**src/rtl/tx_frame_shift_reg_pkg.sv**
```systemverilog
// Shared UART definitions: frame sizing helper, parity selectors and line idle level.
package uart_pkg;

  localparam int   PARITY_EVEN = 0;
  localparam int   PARITY_ODD  = 1;
  localparam logic TXD_IDLE    = 1'b1;

  // Start bit + data + optional parity + stop bits.
  function automatic int frame_width(input int data_bits, input int parity_en,
                                     input int stop_bits);
    return 1 + data_bits + ((parity_en != 0) ? 1 : 0) + stop_bits;
  endfunction

endpackage

```
**src/rtl/tx_frame_shift_reg_if.sv**
```systemverilog
// Load/tick/serial-line bundle between the UART transmit engine and the frame shifter.
interface tx_frame_shift_reg_if #(
  parameter int DATA_BITS = 8
);
  logic                 load;
  logic [DATA_BITS-1:0] d;
  logic                 shift;
  logic                 txd;
  logic                 busy;
  logic                 done;

  modport master (output load, d, shift, input  txd, busy, done);
  modport slave  (input  load, d, shift, output txd, busy, done);
endinterface

```
**src/rtl/tx_frame_shift_reg_bit_counter.sv**
```systemverilog
// Up-counter with synchronous clear and a terminal-count flag, used to track shifted frame bits.
module tx_bit_counter #(
  parameter int W  = 4,
  parameter int TC = 9
) (
  input  logic clk,
  input  logic rst,
  input  logic clr_i,
  input  logic inc_i,
  output logic tc_o
);
  localparam logic [W-1:0] TC_V = W'(TC);

  logic [W-1:0] cnt_q;
  logic [W-1:0] cnt_d;

  always_comb begin
    cnt_d = cnt_q;
    if (clr_i) begin
      cnt_d = '0;
    end else if (inc_i) begin
      cnt_d = cnt_q + W'(1);
    end
  end

  always_ff @(posedge clk) begin
    if (rst) begin
      cnt_q <= '0;
    end else begin
      cnt_q <= cnt_d;
    end
  end

  assign tc_o = (cnt_q == TC_V);

endmodule

```
**src/rtl/tx_frame_shift_reg.sv**
```systemverilog
// UART transmit frame shifter: captures a word on load, builds start/data/parity/stop
// and shifts it out LSB-first one bit per baud tick, flagging busy and done.
module tx_frame_shift_reg #(
  parameter int DATA_BITS  = 8,
  parameter int PARITY_EN  = 0,
  parameter int PARITY_ODD = 0,
  parameter int STOP_BITS  = 1
) (
  input  logic                 clk,
  input  logic                 reset,
  tx_frame_shift_reg_if.slave  bus
);
  import uart_pkg::frame_width;
  import uart_pkg::TXD_IDLE;

  localparam int FRAME_W = frame_width(DATA_BITS, PARITY_EN, STOP_BITS);
  localparam int CNT_W   = $clog2(FRAME_W + 1);
  localparam bit ODD_SEL = (PARITY_ODD == uart_pkg::PARITY_ODD);

  function automatic logic parity_of(input logic [DATA_BITS-1:0] w);
    return ODD_SEL ? ~^w : ^w;
  endfunction

  logic [FRAME_W-1:0] sr_q, sr_d;
  logic               txd_q, txd_d;
  logic               busy_q, busy_d;
  logic               done_q, done_d;
  logic [FRAME_W-1:0] frame_load;
  logic               load_acc;
  logic               tick;
  logic               cnt_tc;

  // Stop bits fill the top because frame_load starts as all ones.
  always_comb begin
    frame_load                = '1;
    frame_load[0]             = 1'b0;
    frame_load[DATA_BITS:1]   = bus.d;
    if (PARITY_EN != 0) begin
      frame_load[DATA_BITS+1] = parity_of(bus.d);
    end
  end

  assign load_acc = bus.load & ~busy_q;
  assign tick     = bus.shift & busy_q;

  tx_bit_counter #(
    .W  (CNT_W),
    .TC (FRAME_W - 1)
  ) u_cnt (
    .clk   (clk),
    .rst   (reset),
    .clr_i (load_acc | (tick & cnt_tc)),
    .inc_i (tick & ~cnt_tc),
    .tc_o  (cnt_tc)
  );

  // Load wins over shift while idle; while busy, load is ignored entirely.
  always_comb begin
    sr_d   = sr_q;
    txd_d  = txd_q;
    busy_d = busy_q;
    done_d = 1'b0;
    if (load_acc) begin
      sr_d   = frame_load;
      txd_d  = 1'b0;
      busy_d = 1'b1;
    end else if (tick) begin
      sr_d = {1'b1, sr_q[FRAME_W-1:1]};
      if (cnt_tc) begin
        txd_d  = TXD_IDLE;
        busy_d = 1'b0;
        done_d = 1'b1;
      end else begin
        txd_d  = sr_q[1];
      end
    end
  end

  always_ff @(posedge clk) begin
    if (reset) begin
      sr_q   <= '1;
      txd_q  <= TXD_IDLE;
      busy_q <= 1'b0;
      done_q <= 1'b0;
    end else begin
      sr_q   <= sr_d;
      txd_q  <= txd_d;
      busy_q <= busy_d;
      done_q <= done_d;
    end
  end

  assign bus.txd  = txd_q;
  assign bus.busy = busy_q;
  assign bus.done = done_q;

endmodule

```
**src/flat_wrapper.sv**
```systemverilog
// flat-port wrapper written by rule: the top's interface ports become plain ports
module tx_frame_shift_reg_flat import uart_pkg::frame_width; import uart_pkg::TXD_IDLE;
#(
  parameter int DATA_BITS  = 8,
  parameter int PARITY_EN  = 0,
  parameter int PARITY_ODD = 0,
  parameter int STOP_BITS  = 1
)
  (clk, reset, bus_load, bus_d, bus_shift, bus_txd, bus_busy, bus_done);
  tx_frame_shift_reg_if #(.DATA_BITS(DATA_BITS)) bus_i ();
  input  logic clk;
  input  logic reset;
  input wire logic [$bits(bus_i.load)-1:0] bus_load;
  input wire logic [$bits(bus_i.d)-1:0] bus_d;
  input wire logic [$bits(bus_i.shift)-1:0] bus_shift;
  output wire logic [$bits(bus_i.txd)-1:0] bus_txd;
  output wire logic [$bits(bus_i.busy)-1:0] bus_busy;
  output wire logic [$bits(bus_i.done)-1:0] bus_done;
  assign bus_i.load = bus_load;
  assign bus_i.d = bus_d;
  assign bus_i.shift = bus_shift;
  assign bus_txd = bus_i.txd;
  assign bus_busy = bus_i.busy;
  assign bus_done = bus_i.done;
  tx_frame_shift_reg #(.DATA_BITS(DATA_BITS), .PARITY_EN(PARITY_EN), .PARITY_ODD(PARITY_ODD), .STOP_BITS(STOP_BITS)) u_core (.clk(clk), .reset(reset), .bus(bus_i));
endmodule
```
**config.mk**
```make
export PLATFORM = sky130hd
export DESIGN_NAME = tx_frame_shift_reg_flat
export DESIGN_NICKNAME = d
export VERILOG_FILES = /design/src/rtl/tx_frame_shift_reg_pkg.sv /design/src/rtl/tx_frame_shift_reg_if.sv /design/src/rtl/tx_frame_shift_reg_bit_counter.sv /design/src/rtl/tx_frame_shift_reg.sv /design/src/flat_wrapper.sv
export SDC_FILE = /design/constraint.sdc
export NUM_CORES = 1
export LEC_CHECK = 0
export CAP_MARGIN = 20
export CORE_MARGIN = 1.5
export CORE_UTILIZATION = 47
export CTS_CLUSTER_DIAMETER = 200
export DETAILED_ROUTE_END_ITERATION = 16
export GPL_ROUTABILITY_DRIVEN = 0
export PLACE_DENSITY = 0.8
export SLEW_MARGIN = 20
export SYNTH_ARGS = -nofsm -noshare
export SYNTH_HDL_FRONTEND = slang
export SYNTH_HIERARCHICAL = 1
export SYNTH_SLANG_ARGS = --single-unit
```
**constraint.sdc**
```tcl
create_clock -name clk -period 2 [get_ports clk]
set_input_delay 0.6 -clock clk [delete_from_list [all_inputs] [get_ports clk]]
set_output_delay 0.6 -clock clk [all_outputs]
set_load 0.01 [all_outputs]
```
==> key figures <==
Setup path
  • CP max stage delay: 0.58 ns
  • R2r setup slk: 0.46 ns
  • WP data arrival: 1.32 ns
  • Crit Path Class: flop to output port
  • Delay-heaviest family, CP: buffers and inverters
  • Worst R2R End: u_core/u_cnt/cnt_q[1]$_SDFFE_PP0P_
  • Reg2reg path depth: 7
  • Worst-path cell chain: clkdlybuf4s50_1
  • CP Buf/Inv Count: 1
  • Startpoint type of the worst setup path: flop
  • Worst-path maximum fanout: 6
  • Worst Path Required: 1.40 ns
  • Worst R2R Start: u_core/u_cnt/cnt_q[1]$_SDFFE_PP0P_
  • Critical Path End Type: output port
  • CP max stage cell: clkdlybuf4s50_1

CTS
  • CTS clk-pin slew, worst paths: 0.10 ns
  • CTS buffer count: 3
  • CTS Sinks: 15
  • Hold buffers post-CTS: 0
  • CTS tree: built
  • CTS resizes: 0
  • Clock Tree Root: clkbuf_4
  • Post-CTS setup buffer count: 0
  • H-Tree Depth: 1
  • Clk buf depth: 2
  • Clk_lat worst skew: 0.28 ns

Global route
  • Initial antenna violation count: 0
  • Largest net degree at the start of global routing: 11
  • First-pass GRT wire length: 1840 um
  • Gr usage total: 17.2%
  • Vias in the first global route: 479
  • Remaining Overflow, GRT: 0

Synth
  • Synth warn: 6
  • Area contributors post-synth: dfxtp_1, a221oi_2, nand2_1, ha_1, nor2_1
  • Dominant synthesized flop cell: dfxtp_1
  • Post-synth EDFFs: 0
  • Seq/Total Area, Yosys: 43.9%
  • Count leader, synth: nand2_1
  • Post-synth top area cell: dfxtp_1
  • Syn_area_per_cell: 9.64 um^2
  • Async set-reset flop share out of synthesis: 0%
  • Syn Nets: 85
  • Post-Syn Instances: 71
  • Commonest cells post-synth: nand2_1, dfxtp_1, a221oi_2, nor2_1
  • Netlist cell types: 27
  • Mapped cell area: 684 um^2
  • Share of the synthesized area in the top cell type: 43.9%
  • #FFs+latches synth: 15

STA
  • Worst Tran Pin Value: 0.725 ns
  • Total negative slack: 0 ns
  • Setup Viol. Count Final: 0
  • Final hold violation count: 0
  • Final clock skew: 0.0112 ns
  • Min cycle time layout: 1.92 ns
  • Slew Limit Fails: 0
  • Max Freq: 522 MHz
  • RSZ-0062 raised after global routing: no
  • Tcrit/Tclk final: 95.9%
  • Max-slew headroom: 51.5%

Pwr
  • Clk network pwr share: 28.1%
  • Leakage dissipation: 0.365 nW
  • Max VDD drop: 0.000388 V
  • Internal power component: 0.449 mW
  • NetSw: 0.157 mW
  • Switching share of total power: 25.9%
  • Cell Pwr Density: 690 nW/um^2
  • Sequential Power Share: 54.8%
  • Comb pwr share: 17.1%

Min path
  • Worst hold endpoint: u_core/sr_q[3]$_SDFFE_PP1P_
  • HP Class: flop to flop
  • Hold path start: u_core/sr_q[3]$_SDFFE_PP1P_
  • Worst hold stages: 2

Detailed routing
  • Vias/cell: 5.46
  • DR iter-0 viols: 4
  • Remaining antenna violation count: 0
  • Drc violations: 0
  • WL/cell: 12.7 um
  • Routed WL: 1330 um
  • DR pass1 iterations: 4
  • Via Count: 573

Run
  • Max-Cap Viols: 0

Floorplanning
  • I/O pin count: 15
  • Initial core utilization: 51.3%
  • Die Width: 41.2 um
  • Die area: 1690 um^2
  • Core Box Area: 1330 um^2
  • Die Ht: 41.2 um
  • Row cnt: 13

Place
  • HPWL after DPL: 996 um
  • Placed Area: 851 um^2
  • I/O Buffers: 14

Layout
  • Design Area, Final: 878 um^2
  • Nets@finish: 105
  • Fraction of layout cells with a size suffix above 1: 17.8%
  • Ant. Diodes: 0
  • Area growth, synth to finish: 28.3%

Status
  • Status: finished clean
[power by group through the flow]
stage / Sequential, mW / Combinational [mW] / Clock, mW
after global placement: 0.339 / 0.0998 / 0
final: 0.332 / 0.104 / 0.170
after CTS: 0.333 / 0.104 / 0.177
after floorplan: 0.338 / 0.0580 / 0
after global routing: 0.335 / 0.111 / 0.192
after detailed placement: 0.340 / 0.103 / 0
[stage by stage]
stage	setup slack [ns]	hold slack (ns)	power (mW)	utilization, %	instances
detailed placement	-0.00623	0.436	0.442	63.8	101
global placement	0.0169	0.430	0.438	63.8	101
finish	0.0830	0.459	0.606	65.9	105
floorplan	0.247	0.417	0.396	-	71
CTS	0.0710	0.462	0.613	65.9	105
global route	0.0249	0.471	0.638	65.9	105
[worst max-delay path by stage]
stage               cells past startpoint  slack [ns]                    startpoint                                  to
floorplan                               5        0.25                     bus_shift  u_core/u_cnt/cnt_q[3]$_SDFFE_PP0P_
global placement                        5        0.02                     bus_shift  u_core/u_cnt/cnt_q[3]$_SDFFE_PP0P_
detailed placement                      4      -0.006                      bus_load         u_core/sr_q[2]$_SDFFE_PP1P_
CTS                                     1        0.07  u_core/bus.busy$_SDFFE_PP0P_                            bus_busy
global route                            1        0.02  u_core/bus.busy$_SDFFE_PP0P_                            bus_busy
finish                                  1        0.08  u_core/bus.busy$_SDFFE_PP0P_                            bus_busy
[worst min-delay path: stages (launching register included)]
cell and delay, ns:
dfxtp_1 0.32, nand2_1 0.05, nand2_1 0.05
[cell usage in the layout (no fill, tap or decap), types with 2 or more instances in the layout]
| master | count |
|---|---|
| nand3b_1 | 2 |
| nand2_1 | 17 |
| clkdlybuf4s50_1 | 14 |
| nor2_1 | 5 |
| a221oi_2 | 5 |
| nor2b_1 | 2 |
| ha_1 | 2 |
| dfxtp_1 | 15 |
| buf_4 | 4 |
| clkbuf_4 | 3 |
| a221oi_1 | 2 |
| a211oi_1 | 2 |
| nor3_1 | 2 |
[area by class of cell]
cell class | instances | area, um^2
Timing Repair Buffer | 18 | 170
Sequential cell | 15 | 300
Clock buffer | 3 | 22.5
Multi-Input combinational cell | 52 | 358
Tap cell | 15 | 18.8
Clock inverter | 1 | 5.00
Fill cell | 111 | 455
Inverter | 1 | 3.75
[cell families after synthesis]
logic type / synth area share [%]
xor+xnor: 1.28
fa+ha+maj: 3.66
flops: 43.9
compound gates: 19.7
simple gates: 24.0
buf+inv: 3.84
mux: 3.66
[state kept, by name, indices dropped and copies added (netlist names)]
register / flops
u_core/bus.busy: 1
u_core/bus.done: 1
u_core/bus.txd: 1
u_core/sr_q: 8
u_core/u_cnt/cnt_q: 4
[routing by layer]
layer / track usage [%] / part of all wire (%) / vias to the layer above / wire length (um)
met5: 0 / 0 / - / 0
met4: 9.68 / 1.3 / 0 / 17
met3: 4.89 / 5.2 / 4 / 69
met2: 30.1 / 49 / 13 / 654
met1: 18.2 / 44 / 265 / 588
li1: - / - / 291 / -
Power figures use the tool's default switching activity.
